==> config.mk <==
export PLATFORM = sky130hd
export DESIGN_NAME = zbt_sram_arbiter
export DESIGN_NICKNAME = d
export VERILOG_FILES = /design/src/rtl/zbt_sram_arbiter_pkg.sv /design/src/rtl/zbt_arb_pick.sv /design/src/rtl/zbt_sram_arbiter.sv
export SDC_FILE = /design/constraint.sdc
export NUM_CORES = 1
export LEC_CHECK = 0
export ABC_AREA = 1
export CAP_MARGIN = 25
export CORE_MARGIN = 2
export CORE_UTILIZATION = 37
export DETAILED_ROUTE_END_ITERATION = 6
export GPL_TIMING_DRIVEN = 1
export MAX_ROUTING_LAYER = met4
export PLACE_DENSITY_LB_ADDON = 0.3
export SLEW_MARGIN = 10
export SYNTH_ARGS = -nofsm -noshare
export SYNTH_HDL_FRONTEND = slang
export SYNTH_SLANG_ARGS = --single-unit
==> constraint.sdc <==
create_clock -name clk -period 1.21 [get_ports clk]
set_input_delay 0.242 -clock clk [delete_from_list [all_inputs] [get_ports clk]]
set_output_delay 0.242 -clock clk [all_outputs]
set_load 0.01 [all_outputs]
==> src/rtl/zbt_sram_arbiter_pkg.sv <==
// Shared definitions for the ZBT SRAM arbiter: port indices, default
// geometry/latency and the pipeline entry that tracks each issued access.
package zbt_sram_arbiter_pkg;

  localparam int unsigned NUM_PORTS = 3;
  localparam int unsigned PORT_DISP = 0;
  localparam int unsigned PORT_CAM  = 1;
  localparam int unsigned PORT_PROC = 2;

  localparam int unsigned ADDR_W_DEF = 19;
  localparam int unsigned DATA_W_DEF = 36;
  localparam int unsigned RD_LAT_DEF = 4;
  localparam int unsigned WR_LAT_DEF = 2;

  localparam int unsigned STAT_W = 16;

  // One issued access travelling down the pipeline.
  typedef struct packed {
    logic       valid;
    logic       we;
    logic [1:0] port;
  } pipe_entry_t;

  // One-hot decode of a port id.
  function automatic logic [NUM_PORTS-1:0] port_onehot(input logic [1:0] port);
    return NUM_PORTS'(NUM_PORTS'(1) << port);
  endfunction

endpackage

==> src/rtl/zbt_arb_pick.sv <==
// Combinational grant selection: port 0 has strict priority, ports 1 and 2
// share the remainder round-robin.
// Ports:
//   req     per-port request
//   enable  grants allowed (clock locked and out of reset)
//   rr_ptr  0: port 1 wins a 1-vs-2 tie, 1: port 2 wins
//   gnt     one-hot grant (zero when disabled or idle)
module zbt_arb_pick
  import zbt_sram_arbiter_pkg::*;
(
  input  logic [NUM_PORTS-1:0] req,
  input  logic                 enable,
  input  logic                 rr_ptr,
  output logic [NUM_PORTS-1:0] gnt
);

  always_comb begin
    gnt = '0;
    if (enable) begin
      if (req[PORT_DISP]) begin
        gnt[PORT_DISP] = 1'b1;
      end else if (req[PORT_CAM] && req[PORT_PROC]) begin
        if (rr_ptr) gnt[PORT_PROC] = 1'b1;
        else        gnt[PORT_CAM]  = 1'b1;
      end else if (req[PORT_CAM]) begin
        gnt[PORT_CAM] = 1'b1;
      end else if (req[PORT_PROC]) begin
        gnt[PORT_PROC] = 1'b1;
      end
    end
  end

endmodule

==> src/rtl/zbt_sram_arbiter.sv <==
// Three-port arbiter in front of one pipelined (ZBT) SRAM bank.
// Port 0 = display read, port 1 = camera write, port 2 = processing r/w.
// One access is issued per clock; write data and read returns are aligned
// to the fixed SRAM pipeline and tagged with the issuing port.
// Ports:
//   clk, reset_n           clock, async active-low reset
//   clk_locked             grants only while the clock generator is locked
//   req/we/addr/wdata      per-port request bundle (port i at slice i)
//   gnt                    one-hot acceptance, combinational
//   rdata/rvalid           read return and owning port (one-hot)
//   ram_*                  registered SRAM pins; ram_data_in from the bus
//   busy                   any access still in flight
// Optional: define ZBT_ARB_STATS_EN to add stat_grants / stat_wait_max.
module zbt_sram_arbiter
  import zbt_sram_arbiter_pkg::*;
#(
  parameter int unsigned ADDR_W = ADDR_W_DEF,
  parameter int unsigned DATA_W = DATA_W_DEF,
  parameter int unsigned RD_LAT = RD_LAT_DEF,
  parameter int unsigned WR_LAT = WR_LAT_DEF
) (
  input  logic                          clk,
  input  logic                          reset_n,
  input  logic                          clk_locked,
  input  logic [NUM_PORTS-1:0]          req,
  input  logic [NUM_PORTS-1:0]          we,
  input  logic [NUM_PORTS*ADDR_W-1:0]   addr,
  input  logic [NUM_PORTS*DATA_W-1:0]   wdata,
  output logic [NUM_PORTS-1:0]          gnt,
  output logic [DATA_W-1:0]             rdata,
  output logic [NUM_PORTS-1:0]          rvalid,
  output logic [ADDR_W-1:0]             ram_addr,
  output logic                          ram_we_b,
  output logic                          ram_cen_b,
  output logic [DATA_W-1:0]             ram_data_out,
  output logic                          ram_data_oe,
  input  logic [DATA_W-1:0]             ram_data_in,
  output logic                          busy
`ifdef ZBT_ARB_STATS_EN
  ,
  output logic [NUM_PORTS*STAT_W-1:0]   stat_grants,
  output logic [STAT_W-1:0]             stat_wait_max
`endif
);

  // The rvalid register is the final stage of the read tracker.
  localparam int unsigned RP_DEPTH = RD_LAT - 1;

  logic [NUM_PORTS-1:0] gnt_pick;
  logic                 rr_ptr_q;
  logic                 acc;
  logic [ADDR_W-1:0]    sel_addr;
  logic                 sel_we;
  logic [DATA_W-1:0]    sel_wdata;
  logic [1:0]           sel_port;
  logic                 busy_d;

  pipe_entry_t          rp_q [RP_DEPTH];
  logic [DATA_W-1:0]    wd_q [WR_LAT];
  logic                 wv_q [WR_LAT];

  // Grant logic; reset forces gnt low immediately.
  zbt_arb_pick u_pick (
    .req    (req),
    .enable (clk_locked & reset_n),
    .rr_ptr (rr_ptr_q),
    .gnt    (gnt_pick)
  );

  assign gnt = gnt_pick;

  // Mux the accepted port's request bundle.
  always_comb begin
    acc       = |gnt_pick;
    sel_addr  = '0;
    sel_we    = 1'b0;
    sel_wdata = '0;
    sel_port  = 2'd0;
    for (int unsigned i = 0; i < NUM_PORTS; i++) begin
      if (gnt_pick[i]) begin
        sel_addr  = addr[i*ADDR_W +: ADDR_W];
        sel_we    = we[i];
        sel_wdata = wdata[i*DATA_W +: DATA_W];
        sel_port  = 2'(i);
      end
    end
  end

  // Round-robin pointer between ports 1 and 2; moves away from the winner.
  always_ff @(posedge clk or negedge reset_n) begin
    if (!reset_n) begin
      rr_ptr_q <= 1'b0;
    end else if (gnt_pick[PORT_CAM]) begin
      rr_ptr_q <= 1'b1;
    end else if (gnt_pick[PORT_PROC]) begin
      rr_ptr_q <= 1'b0;
    end
  end

  // Issue stage: address/control onto the SRAM pins.
  always_ff @(posedge clk or negedge reset_n) begin
    if (!reset_n) begin
      ram_addr  <= '0;
      ram_we_b  <= 1'b1;
      ram_cen_b <= 1'b1;
    end else if (acc) begin
      ram_addr  <= sel_addr;
      ram_we_b  <= ~sel_we;
      ram_cen_b <= 1'b0;
    end else begin
      ram_we_b  <= 1'b1;
      ram_cen_b <= 1'b1;
    end
  end

  // Write data delay: stage 0 is visible with the address, the output
  // register lands WR_LAT cycles after it.
  always_ff @(posedge clk or negedge reset_n) begin
    if (!reset_n) begin
      for (int unsigned i = 0; i < WR_LAT; i++) begin
        wd_q[i] <= '0;
        wv_q[i] <= 1'b0;
      end
      ram_data_out <= '0;
      ram_data_oe  <= 1'b0;
    end else begin
      wd_q[0] <= sel_wdata;
      wv_q[0] <= acc & sel_we;
      for (int unsigned i = 1; i < WR_LAT; i++) begin
        wd_q[i] <= wd_q[i-1];
        wv_q[i] <= wv_q[i-1];
      end
      ram_data_out <= wd_q[WR_LAT-1];
      ram_data_oe  <= wv_q[WR_LAT-1];
    end
  end

  // Access tracker {valid, we, port}; reads capture the SRAM bus on the
  // edge that moves them into the rvalid stage.
  always_ff @(posedge clk or negedge reset_n) begin
    if (!reset_n) begin
      for (int unsigned i = 0; i < RP_DEPTH; i++) begin
        rp_q[i] <= '0;
      end
      rvalid <= '0;
      rdata  <= '0;
    end else begin
      rp_q[0].valid <= acc;
      rp_q[0].we    <= sel_we;
      rp_q[0].port  <= sel_port;
      for (int unsigned i = 1; i < RP_DEPTH; i++) begin
        rp_q[i] <= rp_q[i-1];
      end
      if (rp_q[RP_DEPTH-1].valid && !rp_q[RP_DEPTH-1].we) begin
        rvalid <= port_onehot(rp_q[RP_DEPTH-1].port);
        rdata  <= ram_data_in;
      end else begin
        rvalid <= '0;
      end
    end
  end

  // busy mirrors the valid bits that will be held after this edge.
  always_comb begin
    busy_d = acc;
    for (int unsigned i = 0; i < RP_DEPTH; i++) begin
      busy_d = busy_d | rp_q[i].valid;
    end
    for (int unsigned i = 0; i < WR_LAT; i++) begin
      busy_d = busy_d | wv_q[i];
    end
  end

  always_ff @(posedge clk or negedge reset_n) begin
    if (!reset_n) begin
      busy <= 1'b0;
    end else begin
      busy <= busy_d;
    end
  end

`ifdef ZBT_ARB_STATS_EN
  logic [STAT_W-1:0] wait_q [NUM_PORTS];
  logic [STAT_W-1:0] wait_d [NUM_PORTS];
  logic [STAT_W-1:0] wait_max_d;

  // Per-port wait run lengths and the running maximum, saturating.
  always_comb begin
    wait_max_d = stat_wait_max;
    for (int unsigned i = 0; i < NUM_PORTS; i++) begin
      wait_d[i] = '0;
    end
    for (int unsigned i = 0; i < NUM_PORTS; i++) begin
      if (req[i] && !gnt_pick[i]) begin
        wait_d[i] = (wait_q[i] == '1) ? wait_q[i] : STAT_W'(wait_q[i] + 1'b1);
      end
      if (wait_d[i] > wait_max_d) begin
        wait_max_d = wait_d[i];
      end
    end
  end

  always_ff @(posedge clk or negedge reset_n) begin
    if (!reset_n) begin
      for (int unsigned i = 0; i < NUM_PORTS; i++) begin
        wait_q[i] <= '0;
      end
      stat_grants   <= '0;
      stat_wait_max <= '0;
    end else begin
      for (int unsigned i = 0; i < NUM_PORTS; i++) begin
        wait_q[i] <= wait_d[i];
        if (gnt_pick[i] && (stat_grants[i*STAT_W +: STAT_W] != '1)) begin
          stat_grants[i*STAT_W +: STAT_W] <=
            STAT_W'(stat_grants[i*STAT_W +: STAT_W] + 1'b1);
        end
      end
      stat_wait_max <= wait_max_d;
    end
  end
`endif

endmodule
==> metrics <==
outcome=complete, but fails checks; failing checks=setup timing; Slowest cell on crit path=dfrtp_1; crit share post-route=121%; initial antenna violation count=0; crit path cell chain=inv_2, nand2_2, nand3_2, inv_2, buf_6; Worst R2R Path Depth=9; Max Slew Vio Count=0; CTS H-Tree Depth=4; fraction of layout cells with a size suffix above 1=35.5%; DRC=0; total power=0.0159 W; Pre-antenna DRT Iters=4; IO Port Bufs=310; VDD IR-drop max=0.000911 V; type of the worst setup path=reg2out; critical-path maximum fanout=2; area added between synthesis and finish=75.5%; clk sinks=185; R2R setup slack=-0.18 ns; core box area=17800 um^2; GP Congestion=0.831; clock skew=0.00940 ns; largest net degree at the start of global routing=101; Cell Count, Final, Fillers Out=1197; CP peak stage delay=0.41 ns; GRT overflow=0; M1 GR Usage=24.9%; Syn Area/Cell=11.3 um^2; Hold Crit Class=in2async; fillcell total=1387; Worst Path Buf+Inv=3; Synth Instances=591; Setup WS pre-CTS=-0.665 ns; placed cell areas=10000 um^2; Mapped Nets=801; first-pass GRT wire length=29500 um; Initial Util=37.4%; worst-skew pair later-pin latency=0.42 ns; arrival time of the worst setup path=1.22 ns; Final min period=1.46 ns; Crit. path cell count=5; number of DRC markers after the initial detailed-route iteration=227; placed cells=1118; fin area=11700 um^2; Syn. warnings=0; Final ANT Viol Nets=0; grt met2 use=32.2%; vias in the first global route=5590; CTS tree=done; drt total wl=21200 um; die width=138 um; met3 Track Usage GR=5.92%; final hold violations=0; Setup WS post-layout=-0.249 ns; die area=19100 um^2; critical path endpoint category=primary output; final setup vio count=60; synth unique cells=18; LEAKAGE=6.21 nW; Nets=1165; Synth Cell Area=6650 um^2; RSZ-0062 raised after global routing=true; wire per inst=17.7 um; Num CTS Buffers=17; overall die height=138 um; CTS Buffer Depth=2; DR vias/cell=4.69; post-synthesis register bit count=185; startpoint class of the critical path=flop; row count=49; WP data required=0.97 ns; kind of cell adding the most delay to the critical path=flip-flops; Max-Cap Viols=0; clk slew on worst S/H paths=0.07 ns; DPL Wire Length=12700 um; sequential share of the synthesized area=69.6%; Most common cell on crit path=inv_2; Vias=5616; setup TNS=-7.53 ns; pwr/cell area=1360 nW/um^2; Ports=311; relative slew slack=65.5%; maximum clock rate=686 MHz; # diodes=0; worst-margin pin slew=0.518 ns; total track usage=20.3%; CTS Root Buffer Type=clkbuf_16; Top Usage Layer GRT=met2
layout by cell type (no fill, tap or decap), drive strengths merged:
| master | count |
|---|---|
| o21ai | 1 |
| clkdlybuf4s50 | 204 |
| mux2 | 36 |
| buf | 155 |
| nor3 | 3 |
| clkinv | 4 |
| clkbuf | 27 |
| clkinvlp | 4 |
| dfstp | 2 |
| dfrtp | 183 |
| nand3 | 59 |
| dlygate4sd2 | 2 |
| bufinv | 1 |
| nand4 | 19 |
| inv | 39 |
| nor2 | 47 |
| dlymetal6s2s | 2 |
| dlygate4sd3 | 2 |
| nand2 | 178 |
synthesized netlist by cell type:
| master | number | share of area (%) |
|---|---|---|
| inv_1 | 28 | 1.6 |
| o21ai_0 | 1 | 0.075 |
| nor2_2 | 1 | 0.094 |
| buf_2 | 20 | 1.5 |
| nand2_1 | 176 | 9.9 |
| buf_6 | 5 | 0.85 |
| nand4_1 | 19 | 1.8 |
| nor3_1 | 3 | 0.23 |
| nand3_1 | 58 | 4.4 |
| dfrtp_1 | 183 | 69 |
| nand2_2 | 2 | 0.19 |
| mux2_2 | 36 | 6.1 |
| nand3_2 | 1 | 0.15 |
| inv_2 | 5 | 0.28 |
| buf_4 | 5 | 0.56 |
| nor2_4 | 1 | 0.17 |
| dfstp_2 | 2 | 0.79 |
| nor2_1 | 45 | 2.5 |
worst paths after layout:
path,startpoint,to
max,rr_ptr_q,gnt[2]
min reg2reg,wd_q[13],ram_data_out[13]
min in group clk,wd_q[13],ram_data_out[13]
min,reset_n,wd_q[2]
max reg2reg,rr_ptr_q,wd_q[65]
max in group asynchronous,reset_n,rp_q[3]
worst reg2reg max path, delay by kind of cell, from the launching register on:
family	cells	cell delay, ns
buffers and inverters	5	0.58
DFF	1	0.41
and+or+nand+nor	4	0.28
state kept, by name (all words and copies together), names as in the netlist, 2 cells and up:
name          flops
rp_q             12
rdata            36
ram_data_out     36
wv_q              2
ram_addr         19
rvalid            3
wd_q             72
through the flow:
step                hold WS [ns]  util [%]
finish                    0.0411      65.7
global route              0.0580      65.7
CTS                       0.0278      58.9
detailed placement         0.309      56.5
global placement           0.304      56.5
floorplan                -0.0536         -
cells by family after synthesis:
logic type | synth area share [%]
and+or+nand+nor | 19.4
muxes | 6.09
DFF | 69.6
AOI/OAI and AO/OA | 0.0751
buffers and inverters | 4.78
where the power goes:
part / switching [W] / internal [W]
Clock: 0.00246 / 0.00291
Sequential: 0.000339 / 0.00683
Combinational: 0.00134 / 0.00199
Total: 0.00413 / 0.0117
metal layers:
metal	share of wire, %	wire (um)	up-vias
met4	2.2	467	0
li1	-	-	2611
met3	6.9	1450	38
met5	0	0	-
met1	41	8620	2689
met2	50	10700	278
timing repair:
action                     4_1_cts  5_1_grt
pin swaps                        3       54
hold endpoints to repair        22        0
buffers inserted                12       17
resized for setup              437      205
gates cloned                     4       12
setup endpoints to repair      169      157
hold buffers                     2        0
cell type report:
| class | instances | area (um^2) | area share [%] |
|---|---|---|---|
| clock buffer | 17 | 425 | 3.64 |
| clock inverter | 15 | 160 | 1.37 |
| inverter | 33 | 124 | 1.06 |
| multi-input combinational | 343 | 2370 | 20.3 |
| sequential | 185 | 4630 | 39.7 |
| tap | 229 | 287 | 2.45 |
| timing repair buffer | 375 | 3670 | 31.5 |
No activity file was read; power rests on OpenSTA's default activity.
